[config.mk]
export PLATFORM = sky130hd
export DESIGN_NAME = bmem_line_responder_flat
export DESIGN_NICKNAME = d
export VERILOG_FILES = /design/src/rtl/bmem_line_responder_pkg.sv /design/src/rtl/bmem_line_responder_if.sv /design/src/rtl/bmem_line_responder_beat_mux.sv /design/src/rtl/bmem_line_responder.sv /design/src/flat_wrapper.sv
export SDC_FILE = /design/constraint.sdc
export NUM_CORES = 1
export LEC_CHECK = 0
export CAP_MARGIN = 25
export CORE_AREA = 2 2 289 291
export DETAILED_ROUTE_END_ITERATION = 8
export DIE_AREA = 0 0 291 293
export PLACE_DENSITY = 0.47
export SYNTH_ARGS = -nofsm -noshare
export SYNTH_HDL_FRONTEND = slang
export SYNTH_HIERARCHICAL = 1
export SYNTH_SLANG_ARGS = --single-unit
[constraint.sdc]
create_clock -name clk -period 2.7 [get_ports clk]
set_input_delay 0.675 -clock clk [delete_from_list [all_inputs] [get_ports clk]]
set_output_delay 0.675 -clock clk [all_outputs]
set_load 0.02 [all_outputs]
[src/rtl/bmem_line_responder_pkg.sv]
// Shared definitions for the bmem line responder.
//   state_e    : responder FSM states
//   BEATS      : beats per cache line (4)
//   LINE_OFF   : byte-offset bits inside one line (5 -> 32-byte line)
//   align_line : clears the line-offset bits of a byte address
package bmem_line_pkg;

  localparam int BEATS      = 4;
  localparam int LINE_OFF   = 5;
  localparam int BEAT_IDX_W = 2;

  typedef enum logic [2:0] {
    IDLE     = 3'd0,
    WCOLLECT = 3'd1,
    WCOMMIT  = 3'd2,
    RFETCH   = 3'd3,
    RWAIT    = 3'd4,
    RSTREAM  = 3'd5
  } state_e;

  function automatic logic [31:0] align_line(input logic [31:0] addr);
    return {addr[31:LINE_OFF], {LINE_OFF{1'b0}}};
  endfunction

endpackage

[src/rtl/bmem_line_responder_if.sv]
// Bus bundle between a bmem requester, the line responder and its
// backing store.
//
// Handshake rules:
//   bmem side  : a read request or write beat is accepted on a rising clk
//                edge where bmem_ready=1 and bmem_read/bmem_write is high.
//                Read beats are pushed with bmem_rvalid (no back-pressure);
//                bmem_rdata is zero whenever bmem_rvalid=0.
//   line side  : line_req (with line_we/line_addr/line_wdata) is held stable
//                until an edge where line_gnt=1. For reads, line_rdata is
//                taken on the edge where line_rvalid=1 (possibly the same
//                edge as line_gnt).
//
// Modports:
//   slave  : the responder
//   master : the requester plus backing store (testbench side)
interface bmem_line_responder_if #(
  parameter int BEAT_W = 64
);
  logic [31:0]         bmem_addr;
  logic                bmem_read;
  logic                bmem_write;
  logic [BEAT_W-1:0]   bmem_wdata;
  logic                bmem_ready;
  logic [31:0]         bmem_raddr;
  logic [BEAT_W-1:0]   bmem_rdata;
  logic                bmem_rvalid;

  logic                line_req;
  logic                line_we;
  logic [31:0]         line_addr;
  logic [4*BEAT_W-1:0] line_wdata;
  logic                line_gnt;
  logic                line_rvalid;
  logic [4*BEAT_W-1:0] line_rdata;

  modport slave (
    input  bmem_addr, bmem_read, bmem_write, bmem_wdata,
    output bmem_ready, bmem_raddr, bmem_rdata, bmem_rvalid,
    output line_req, line_we, line_addr, line_wdata,
    input  line_gnt, line_rvalid, line_rdata
  );

  modport master (
    output bmem_addr, bmem_read, bmem_write, bmem_wdata,
    input  bmem_ready, bmem_raddr, bmem_rdata, bmem_rvalid,
    input  line_req, line_we, line_addr, line_wdata,
    output line_gnt, line_rvalid, line_rdata
  );

endinterface

[src/rtl/bmem_line_responder_beat_mux.sv]
// line_beat_mux: selects one BEAT_W slice out of a full line.
//   line     : BEATS*BEAT_W line, slot k = line[k*BEAT_W +: BEAT_W]
//   beat_idx : slot to select
//   beat     : selected slice
module line_beat_mux
  import bmem_line_pkg::*;
#(
  parameter int BEAT_W = 64
) (
  input  logic [BEATS*BEAT_W-1:0] line,
  input  logic [BEAT_IDX_W-1:0]   beat_idx,
  output logic [BEAT_W-1:0]       beat
);

  assign beat = line[int'(beat_idx)*BEAT_W +: BEAT_W];

endmodule

[src/rtl/bmem_line_responder.sv]
// bmem_line_responder: converts 4-beat bmem bursts into whole-line
// backing-store transactions.
//   Writes: four beats (gaps allowed) are assembled into one line, then
//           committed with a single line_req/line_we request.
//   Reads : one read request fetches a line, which is streamed back as
//           four consecutive bmem_rvalid beats.
// Ports:
//   clk, rst_n : clock, asynchronous active-low reset
//   bus        : bmem_line_responder_if.slave (bmem and line channels)
//   dbg_state  : current FSM state, for observation only
// Configuration:
//   BMEM_LINE_RESPONDER_WRAP_EN defined   -> read beats critical-word-first,
//                                            starting at addr[4:3]
//   BMEM_LINE_RESPONDER_WRAP_EN undefined -> read beats in order 0,1,2,3
module bmem_line_responder
  import bmem_line_pkg::*;
#(
  parameter int BEAT_W = 64
) (
  input  logic                  clk,
  input  logic                  rst_n,
  bmem_line_responder_if.slave  bus,
  output state_e                dbg_state
);

  localparam int LINE_W = BEATS * BEAT_W;

  state_e                  state_q, state_d;
  logic [31:0]             addr_q;
  // One line buffer serves both write assembly and read capture; the two
  // uses never overlap.
  logic [LINE_W-1:0]       line_q;
  logic [BEAT_IDX_W-1:0]   cnt_q;
  logic [BEAT_IDX_W-1:0]   beat_q;
  logic [BEAT_IDX_W-1:0]   start_q;
  logic [BEAT_IDX_W-1:0]   beat_sel;
  logic [BEAT_W-1:0]       mux_beat;

  // State register
  always_ff @(posedge clk or negedge rst_n) begin
    if (!rst_n) begin
      state_q <= IDLE;
    end else begin
      state_q <= state_d;
    end
  end

  // Next state and control outputs
  always_comb begin
    state_d         = state_q;
    bus.bmem_ready  = 1'b0;
    bus.bmem_rvalid = 1'b0;
    bus.line_req    = 1'b0;
    bus.line_we     = 1'b0;
    case (state_q)
      IDLE: begin
        bus.bmem_ready = 1'b1;
        // Write wins over a simultaneous read; the read is dropped.
        if (bus.bmem_write) begin
          state_d = WCOLLECT;
        end else if (bus.bmem_read) begin
          state_d = RFETCH;
        end
      end
      WCOLLECT: begin
        bus.bmem_ready = 1'b1;
        if (bus.bmem_write && (cnt_q == 2'd3)) begin
          state_d = WCOMMIT;
        end
      end
      WCOMMIT: begin
        bus.line_req = 1'b1;
        bus.line_we  = 1'b1;
        if (bus.line_gnt) begin
          state_d = IDLE;
        end
      end
      RFETCH: begin
        bus.line_req = 1'b1;
        if (bus.line_gnt) begin
          // A store that answers in the grant cycle skips RWAIT.
          state_d = bus.line_rvalid ? RSTREAM : RWAIT;
        end
      end
      RWAIT: begin
        if (bus.line_rvalid) begin
          state_d = RSTREAM;
        end
      end
      RSTREAM: begin
        bus.bmem_rvalid = 1'b1;
        if (beat_q == 2'd3) begin
          state_d = IDLE;
        end
      end
      default: begin
        state_d = IDLE;
      end
    endcase
  end

  // Datapath: address latch, line buffer, beat counters
  always_ff @(posedge clk or negedge rst_n) begin
    if (!rst_n) begin
      addr_q  <= '0;
      line_q  <= '0;
      cnt_q   <= '0;
      beat_q  <= '0;
      start_q <= '0;
    end else begin
      case (state_q)
        IDLE: begin
          if (bus.bmem_write) begin
            addr_q               <= align_line(bus.bmem_addr);
            line_q[BEAT_W-1:0]   <= bus.bmem_wdata;
            cnt_q                <= 2'd1;
          end else if (bus.bmem_read) begin
            addr_q <= align_line(bus.bmem_addr);
            beat_q <= '0;
`ifdef BMEM_LINE_RESPONDER_WRAP_EN
            start_q <= bus.bmem_addr[4:3];
`else
            start_q <= '0;
`endif
          end
        end
        WCOLLECT: begin
          if (bus.bmem_write) begin
            line_q[int'(cnt_q)*BEAT_W +: BEAT_W] <= bus.bmem_wdata;
            cnt_q                                <= cnt_q + 2'd1;
          end
        end
        RFETCH: begin
          if (bus.line_gnt && bus.line_rvalid) begin
            line_q <= bus.line_rdata;
          end
        end
        RWAIT: begin
          if (bus.line_rvalid) begin
            line_q <= bus.line_rdata;
          end
        end
        RSTREAM: begin
          beat_q <= beat_q + 2'd1;
        end
        default: begin
        end
      endcase
    end
  end

  // Beat index wraps mod 4 from the start beat.
  assign beat_sel = start_q + beat_q;

  line_beat_mux #(
    .BEAT_W (BEAT_W)
  ) u_beat_mux (
    .line     (line_q),
    .beat_idx (beat_sel),
    .beat     (mux_beat)
  );

  assign bus.bmem_rdata = bus.bmem_rvalid ? mux_beat : '0;
  assign bus.bmem_raddr = bus.bmem_rvalid ? addr_q : 32'd0;
  assign bus.line_addr  = bus.line_req ? addr_q : 32'd0;
  assign bus.line_wdata = (state_q == WCOMMIT) ? line_q : '0;
  assign dbg_state      = state_q;

endmodule

[src/flat_wrapper.sv]
// flat-port wrapper written by rule: the top's interface ports become plain ports
module bmem_line_responder_flat import bmem_line_pkg::*;
#(
  parameter int BEAT_W = 64
)
  (clk, rst_n, dbg_state, bus_bmem_addr, bus_bmem_read, bus_bmem_write, bus_bmem_wdata, bus_bmem_ready, bus_bmem_raddr, bus_bmem_rdata, bus_bmem_rvalid, bus_line_req, bus_line_we, bus_line_addr, bus_line_wdata, bus_line_gnt, bus_line_rvalid, bus_line_rdata);
  bmem_line_responder_if #(.BEAT_W(BEAT_W)) bus_i ();
  input  logic clk;
  input  logic rst_n;
  output state_e dbg_state;
  input wire logic [$bits(bus_i.bmem_addr)-1:0] bus_bmem_addr;
  input wire logic [$bits(bus_i.bmem_read)-1:0] bus_bmem_read;
  input wire logic [$bits(bus_i.bmem_write)-1:0] bus_bmem_write;
  input wire logic [$bits(bus_i.bmem_wdata)-1:0] bus_bmem_wdata;
  output wire logic [$bits(bus_i.bmem_ready)-1:0] bus_bmem_ready;
  output wire logic [$bits(bus_i.bmem_raddr)-1:0] bus_bmem_raddr;
  output wire logic [$bits(bus_i.bmem_rdata)-1:0] bus_bmem_rdata;
  output wire logic [$bits(bus_i.bmem_rvalid)-1:0] bus_bmem_rvalid;
  output wire logic [$bits(bus_i.line_req)-1:0] bus_line_req;
  output wire logic [$bits(bus_i.line_we)-1:0] bus_line_we;
  output wire logic [$bits(bus_i.line_addr)-1:0] bus_line_addr;
  output wire logic [$bits(bus_i.line_wdata)-1:0] bus_line_wdata;
  input wire logic [$bits(bus_i.line_gnt)-1:0] bus_line_gnt;
  input wire logic [$bits(bus_i.line_rvalid)-1:0] bus_line_rvalid;
  input wire logic [$bits(bus_i.line_rdata)-1:0] bus_line_rdata;
  assign bus_i.bmem_addr = bus_bmem_addr;
  assign bus_i.bmem_read = bus_bmem_read;
  assign bus_i.bmem_write = bus_bmem_write;
  assign bus_i.bmem_wdata = bus_bmem_wdata;
  assign bus_bmem_ready = bus_i.bmem_ready;
  assign bus_bmem_raddr = bus_i.bmem_raddr;
  assign bus_bmem_rdata = bus_i.bmem_rdata;
  assign bus_bmem_rvalid = bus_i.bmem_rvalid;
  assign bus_line_req = bus_i.line_req;
  assign bus_line_we = bus_i.line_we;
  assign bus_line_addr = bus_i.line_addr;
  assign bus_line_wdata = bus_i.line_wdata;
  assign bus_i.line_gnt = bus_line_gnt;
  assign bus_i.line_rvalid = bus_line_rvalid;
  assign bus_i.line_rdata = bus_line_rdata;
  bmem_line_responder #(.BEAT_W(BEAT_W)) u_core (.clk(clk), .rst_n(rst_n), .bus(bus_i), .dbg_state(dbg_state));
endmodule
* After elaboration in Yosys (flattened, before gate mapping)
Index checks and enable logic that the tools add are counted.
** Storage, ports and cells
- Bits in registers :: 295
- Bits of input ports :: 358
- Output and inout bits :: 391
** Cells by class
- Muxes and demuxes :: 32
- Shifts and indexed selects :: 3
- Eq/ne operators :: 18
- Add/subtract/negate cells :: 3
- Reductions and logical operators :: 16
** Operator list (number)
- 2-to-1 mux 256 bit :: 4
- case mux 192 bit (3 select lines) :: 1
- bitwise mux 256 bit :: 1
- case mux 64 bit (4 select lines) :: 1
- variable shift 64 x 33 -> 256 bit, first input constant :: 1
- variable part select 256 x 9 -> 64 bit :: 1
- variable part select 64 x 33 -> 256 bit :: 1
- 2-to-1 mux 32 bit :: 4
- 2-to-1 mux 64 bit :: 2
- negation 8 -> 33 bit :: 1
- 2-to-1 mux 3 bit :: 7
- case mux 3 bit (6 select lines) :: 1
- != test 2 bit, second input constant :: 7
- 2-to-1 mux 2 bit :: 4
- case mux 2 bit (2 select lines) :: 2
- equality test 3 x 2 -> 1 bit, second input constant :: 2
- equality test 3 bit, second input constant :: 2
- != test 2 x 1 -> 1 bit, second input constant :: 3
- AND reduction 3 bit :: 2
- AND reduction 6 bit :: 1
- nonzero test 2 bit :: 3
- 2-to-1 mux 1 bit :: 5
- AND reduction 5 bit :: 1
- adder 2 x 1 -> 2 bit, second input constant :: 2
- other kinds (10) :: 13

* Depth between registers and ports, before layout
Gate-level depths: netlist of the first run.
- Depth after elaboration :: 5
- Gate-level depth with buffers :: 9
- Depth with buffers taken out :: 6

* Modules after synthesis
The synthesis of the first run kept the hierarchy.
** By module, submodules not included
- bmem_line_responder :: sequential area each 7257.0 um2, area each 17530.6 um2, cells an instance 1884, instances 1
- line_beat_mux :: sequential area each 0.0 um2, area each 1622.8 um2, cells an instance 78, instances 1

* Least setup slack after synthesis of the first run
Ideal clock, no wire load.
- Path kind :: reg2out
- Start :: register u_core.state_q[1] (netlist: u_core/dbg_state[1])
- End :: output port bus_line_wdata[100]
- Stages on the path, launching flop included :: 7
- Setup slack :: 302 ps
- Path buffers :: 3
- Arrival time :: 1723 ps
- Required time :: 2025 ps
- Cells stage by stage :: dfrtp_1 > buf_4 > inv_1 > nor3_2 > clkbuf_1 > clkbuf_1 > and2_1
** On the way
- Longest elaborated chain between the ends :: 2
** RTL lines
- start: declaration :: line bmem_line_responder.sv:28 : state_e state_q, state_d;
- start signal: assignment :: line bmem_line_responder.sv:44 : state_q <= state_d;
- equality test 3 x 2 -> 1 bit :: line bmem_line_responder.sv:166 : assign bus.line_wdata = (state_q == WCOMMIT) ? line_q : '0;
- 2-to-1 mux 256 bit :: line bmem_line_responder.sv:166
- end: declaration :: line flat_wrapper.sv:22 : output wire logic [$bits(bus_i.line_wdata)-1:0] bus_line_wdata;
Every way passes these cells.

* Worst setup path in the final report of the first run
- Start :: register u_core.beat_q[0]
- End :: output port bus_bmem_rdata[11]
** On the way
- Longest elaborated chain between the ends :: 2
** RTL lines
- start: declaration :: line bmem_line_responder.sv:34 : logic [BEAT_IDX_W-1:0] beat_q;
- start signal: assignment :: line bmem_line_responder.sv:144 : beat_q <= beat_q + 2'd1;
- variable part select 256 x 9 -> 64 bit :: line bmem_line_responder_beat_mux.sv:15 : assign beat = line[int'(beat_idx)*BEAT_W +: BEAT_W];
- net u_core.mux_beat[11] :: line bmem_line_responder.sv:37 : logic [BEAT_W-1:0] mux_beat;
- 2-to-1 mux 64 bit :: line bmem_line_responder.sv:163 : assign bus.bmem_rdata = bus.bmem_rvalid ? mux_beat : '0;
- end: declaration :: line flat_wrapper.sv:17 : output wire logic [$bits(bus_i.bmem_rdata)-1:0] bus_bmem_rdata;
The timed path passes the listed nets, and every way through them passes these cells.

==> impl_metrics.csv, run 1 <==
group,metric,value,unit
timing,finalCriticalPeriod,3004,ps
setup_path,critPathMaxFanout,6,
clock_network,cts_tree,"done",
power_and_ir_drop,clkPwrFrac,16.0,%
setup_path,required,2030,ps
placement,dp.cells,3650,
route,drt_first_pass_iters,5,
synth,synth_top_family_by_area,"compound AO/OA/AOI/OAI gates",
global_routing,antenna_found_initial,19,
power_and_ir_drop,p_leak,0.01359,µW
synth,synth_xor_area_share,0,%
run_status,status,"finished with violations",
power_and_ir_drop,power_switching,14480,µW
die,die_x,291,µm
die,start_util,23.40,%
synth,synthArstFlopShare,100.0,%
synth,syn_avg_cell_area,9.762,µm²
setup_path,setup.worst_path.class,"reg -> out",
setup_path,worstSetupStartpointType,"flip-flop",
setup_path,endpoint_kind,"primary output",
setup_path,reg2reg_depth,8,
clock_network,clkTransAtPathRegs,50,ps
synth,syn_inst,1962,
synth,muxShareOfSynthArea,9.191,%
clock_network,clockBufferDepth,3,
run_status,violations,"setup timing",
timing,finalCritPeriodShare,111.3,%
setup_path,crit_chain,"buf_12, buf_12, buf_12, buf_6, mux4_2, and3_4, buf_6",
route,wl_per_cell,28.63,µm
synth,syn_area,0.01915,mm²
setup_path,slowest_delay,520,ps
run,cap_violations,0,
timing,setup_ws,-304.3,ps
route,dr.first_iter.drc_count,1816,
placement,portBuffers,733,
timing,whs,68.56,ps
global_routing,grt_max_degree,96,
setup_path,cp.arrival,2330,ps
timing,slew-limit-headroom,64.35,%
timing,timing.fmax,332.9,MHz
power_and_ir_drop,pwr-share-seq,24.1,%
synth,synthTopCellsByArea,"dfrtp_1 38%, o21ai_0 10%, a22o_1 8.7%",
synth,yosysWarnings,6,
setup_path,r2r_end,"u_core/line_q[200]",
setup_path,r2r_start,"u_core/dbg_state[0]",
power_and_ir_drop,p_total,32970,µW
synth,synth_seq_cells,290,
die,ios,749,
final_layout,final_nets,3083,
route,vias,20460,
final_layout,post-route-util,38.01,%
global_routing,grt_usage,23.92,%
synth,synthSimpleGateAreaFrac,17.33,%
synth,yosysTopAreaCell,"dfrtp_1",
synth,synthFlopType,"dfrtp_1",
timing,tightestPinTransition,534.8,ps
synth,yosysSeqAreaShare,37.89,%
timing,fin_skew,12.53,ps
power_and_ir_drop,p_int,18490,µW
route,drc,0,
synth,synthAdderAreaFrac,0.3920,%
die,dieArea,0.08526,mm²
timing,slew_violations,0,
timing,setup_viol,350,
route,drt-total-wl,109700,µm
final_layout,drive_above_1_share,33.83,%
setup_path,cpMostUsedCell,"buf_12",
final_layout,final_common_cell,"o21ai_0",
placement,gp_congestion,0.8740,
setup_path,worst_path_max_delay_cell,"dfrtp_4",
setup_path,critPathLaunch,"u_core/beat_q[0]",
clock_network,root_buffer,"clkbuf_16",
clock_network,cts_buffers,40,
synth,synth_compound_area_share,27.01,%
power_and_ir_drop,ir_drop,497.2,µV
clock_network,clock_sinks,290,
global_routing,grt_overflow,0,
hold_path,min_path_type,"in -> async",
synth,synth_edf_count,0,
power_and_ir_drop,swShare,43.91,%
timing,hold_viol,0,
die,core,0.08185,mm²
placement,pre_cts_ws,-133.3,ps
route,via_per_inst,5.340,
synth,ys_types,58,
clock_network,clock_latency,560,ps
power_and_ir_drop,p_per_area,1060,mW/mm²
setup_path,reg2reg_slack,80,ps
placement,hpwlAfterDp,70190,µm
final_layout,syn_to_final_growth,62.43,%
clock_network,htreeDepth,2,
final_layout,final_cell_mix,"386 x o21ai_0, 356 x clkdlybuf4s50_1, 286 x dfrtp_1",
die,std_cell_rows,105,
synth,yosys.area.top_type_share,37.89,%
global_routing,grt_pass1_wl,151700,µm
power_and_ir_drop,combPwrFrac,59.9,%
route,ant_nets,0,
final_layout,fin_cells,3831,
global_routing,grt_pass1_vias,20590,
die,die_h,293,µm
timing,grt_setup_unrepaired,"yes",
critical path, delay by kind of cell, from the launching register on:
family	cells	cell delay, ps
DFF	1	520
and+or+nand+nor	1	190
buffers and inverters	5	650
muxes	1	420
flip-flops by register name (all words and copies together) (netlist names):
| signal | count |
|---|---|
| u_core/cnt_q | 2 |
| u_core/addr_q | 27 |
| u_core/dbg_state | 3 |
| u_core/beat_q | 2 |
| u_core/line_q | 256 |
per-stage QoR:
stage	cell area, µm²	setup TNS [ps]
after detailed placement	27960	-4914
after global routing	31100	-75670
final	31110	-52060
after CTS	29840	-87980
after floorplan	19190	0
after global placement	27960	-5757
cell type report:
cell class              instances  area [µm²]
diodes                         15       37.54
multi-input cells            1436       10940
fillers                      8138       50740
flip-flops and latches        290        7269
clock inverters                 6       72.57
inverters                       7       26.28
clock buffers                  63        1200
well taps                    1070        1339
repair buffers                944       10230
how the worst max path moves through the flow:
stage | slack (ps) | end | depth (start not counted)
global route | -370 | bus_bmem_rdata[11] | 7
detailed placement | -130 | bus_bmem_rdata[13] | 5
CTS | -360 | bus_bmem_rdata[11] | 7
floorplan | 300 | bus_line_wdata[100] | 6
finish | -300 | bus_bmem_rdata[11] | 7
global placement | -140 | bus_bmem_rdata[13] | 5
cell families (layout without fill, tap and decap cells):
kind of cell	after synthesis	after routing
AO/OA/AOI/OAI	727	727
adder cells (fa/ha/maj)	6	6
buffers and inverters	245	1020
flip-flops	290	290
multiplexers	91	91
other	1	25
AND/OR/NAND/NOR	602	602
power by group through the flow:
stage	Combinational (µW)	Sequential [µW]	Clock [µW]
2_1_floorplan	10800	7100	0
3_3_place_gp	17100	7860	0
3_5_place_dp	17300	7890	0
4_1_cts	18500	7860	5420
5_1_grt	20800	8120	5600
6_report	19800	7930	5280
synth_stat cells (all sizes together), types with 2 or more instances:
master and n:
o2bb2ai 64, buf 122, a31oi 2, inv 7
clkbuf 116, nor2 7, a22o 191, and4bb 3
a21oi 3, nor3b 2, and3 118, o21a 2
nor4 2, nand2 197, dfrtp 290, mux2 27
and2 256, nand3 4, nor2b 2, nand2b 2
mux4 64, a211oi 2, a22oi 64, o21ai 390
ha 6
per-layer routing:
layer  vias up  track usage (%)  wire [µm]
met5         -                0         79
met4        12            9.314       4043
met3       214            5.386       9008
met2      1144            40.55      53340
met1     10380            29.52      43200
li1       8708                -          -
repair_timing:
item | CTS | global route
pin swaps | 3 | 20
gates cloned | 11 | 18
resized for setup | 864 | 939
hold buffers | 0 | 0
setup buffers | 34 | 40
endpoints found under the setup margin | 379 | 383
Power figures use the tool's default switching activity.
==> inputs of run 2 (changes only) <==
Settings changed: PLACE_DENSITY 0.47 to not set, PLACE_DENSITY_LB_ADDON set to 0.1.
==> run 2 against run 1 <==
Against the previous run: the flow still finishes with violations (setup timing); critical endpoint is now bus_bmem_rdata[9]; final cell count fell by 0.81%; clock power rose by 2%; worst setup slack got worse by 88 ps; hold slack got worse by 46 ps; fmax fell by 2.9%; sequential cell count did not move; count of clock-buffer cells in the layout fell by 3; routed wire length fell by 3.3%; critical path type unchanged.
==> impl_metrics.csv, run 2 (same netlist as run 1, synthesis figures left out) <==
group,metric,value,unit
power_and_ir_drop,p_total,31910,µW
global_routing,grt_overflow,0,
power_and_ir_drop,p_leak,0.01324,µW
clock_network,root_buffer,"clkbuf_16",
power_and_ir_drop,ir_drop,642.5,µV
global_routing,grt_pass1_vias,19920,
timing,timing.fmax,323.4,MHz
route,drt-total-wl,106000,µm
clock_network,htreeDepth,2,
die,die_h,293,µm
power_and_ir_drop,p_per_area,1068,mW/mm²
setup_path,critPathMaxFanout,7,
final_layout,final_cell_mix,"386 x o21ai_0, 385 x clkdlybuf4s50_1, 287 x dfrtp_1",
global_routing,grt_usage,23.70,%
setup_path,cp.arrival,2420,ps
final_layout,post-route-util,36.50,%
die,dieArea,0.08526,mm²
timing,finalCritPeriodShare,114.5,%
final_layout,fillers,8351,
die,std_cell_rows,105,
route,vias,19630,
run_status,status,"finished with violations",
route,drt_first_pass_iters,5,
hold_path,min_path_type,"in -> async",
run_status,violations,"setup timing",
final_layout,drive_above_1_share,27.07,%
timing,setup_ws,-392.5,ps
timing,slew-limit-headroom,61.57,%
timing,slew_violations,0,
clock_network,cts_tree,"done",
clock_network,cts_buffers,40,
timing,finalCriticalPeriod,3092,ps
global_routing,antenna_found_initial,21,
placement,gp_congestion,0.8616,
die,core,0.08185,mm²
final_layout,final_nets,3054,
placement,hpwlAfterDp,72190,µm
clock_network,clkTransAtPathRegs,60,ps
route,via_per_inst,5.165,
placement,placed_area,0.02805,mm²
die,ios,749,
route,ant_nets,0,
final_layout,final_common_cell,"o21ai_0",
global_routing,grt_max_degree,81,
timing,setup_viol,315,
clock_network,clock_latency,560,ps
global_routing,grt_pass1_wl,150600,µm
final_layout,syn_to_final_growth,55.96,%
route,dr.first_iter.drc_count,1506,
setup_path,worstSetupStartpointType,"flip-flop",
timing,grt_setup_unrepaired,"yes",
die,start_util,23.40,%
clock_network,clock_sinks,290,
run,cap_violations,0,
timing,hold_viol,0,
timing,fin_skew,21.55,ps
final_layout,largest-register,"u_core/line_q",
setup_path,required,2030,ps
route,wl_per_cell,27.90,µm
clock_network,clockBufferDepth,3,
route,drc,0,
die,die_x,291,µm
timing,tightestPinTransition,570.4,ps
final_layout,largest_register_ffs,256,
timing,setup_tns,-49560,ps
setup_path,endpoint_kind,"primary output",
final_layout,design_area,0.02987,mm²
timing,whs,22.91,ps
setup_path,setup.worst_path.class,"reg -> out",
placement,portBuffers,733,
-- run 2: changes by cell type in the layout (fill, tap and decap cells not counted), sizes merged --
cell	change
dlymetal6s2s	+8
clkdlybuf4s50	+29
bufbuf	-1
clkdlybuf4s15	+8
dlygate4sd2	+23
inv	+1
buf	-134
clkbuf	+35
-- run 2: power breakdown --
group	internal (µW)	switching, µW
Clock	3210	2180
Combinational	8610	9980
Sequential	6190	1740
-- run 2: what timing repair did --
item / CTS / global route
gates resized for setup: 660 / 478
buffers inserted: 40 / 23
endpoints found under the setup margin: 379 / 379
hold buffers: 0 / 0
pin swaps: 7 / 9
gates cloned: 7 / 3
-- run 2: worst max-delay path, stage by stage, from the launching register on --
cell and delay [ps]:
dfrtp_4 490, buf_12 160, buf_16 150, buf_12 140, buf_6 110, mux4_2 450
and3_4 210, buf_6 120
-- run 2: stage by stage --
step / instances / setup WS (ps)
after floorplan: 1971 / 302.1
after CTS: 3761 / -539.6
after global routing: 3798 / -426.6
after detailed placement: 3648 / -128.1
final: 3800 / -392.5
after global placement: 3648 / -156.8
-- run 2: area by class of cell --
type / instances / area (µm²) / share of cell area, %
Clock buffer: 60 / 1227 / 4.109
Antenna cell: 15 / 37.54 / 0.1257
Sequential cell: 290 / 7268 / 24.33
Inverter: 7 / 26.28 / 0.08796
Timing Repair Buffer: 915 / 9255 / 30.98
Tap cell: 1070 / 1339 / 4.482
Clock inverter: 7 / 70.07 / 0.2346
Multi-Input combinational cell: 1436 / 10650 / 35.65
-- run 2: final timing paths --
path                                           from                  end  slack [ps]  cells past startpoint
worst max-delay path               u_core/beat_q[0]    bus_bmem_rdata[9]        -390                      7
worst min-delay path                          rst_n    u_core/line_q[56]          20                      1
worst max register to register  u_core/dbg_state[0]   u_core/line_q[149]         120                      7
worst min register to register    u_core/line_q[27]    u_core/line_q[27]         510                      1
max in group asynchronous                     rst_n  u_core/dbg_state[0]        1810                      2
min in group clk                  u_core/line_q[27]    u_core/line_q[27]         510                      1
-- run 2: metal layers --
metal / track usage (%) / vias to the layer above / wire, µm
met5: 0 / - / 52
met4: 6.963 / 8 / 2586
met3: 3.835 / 121 / 6103
met2: 40.89 / 818 / 53190
met1: 30.47 / 10050 / 44080
li1: - / 8630 / -
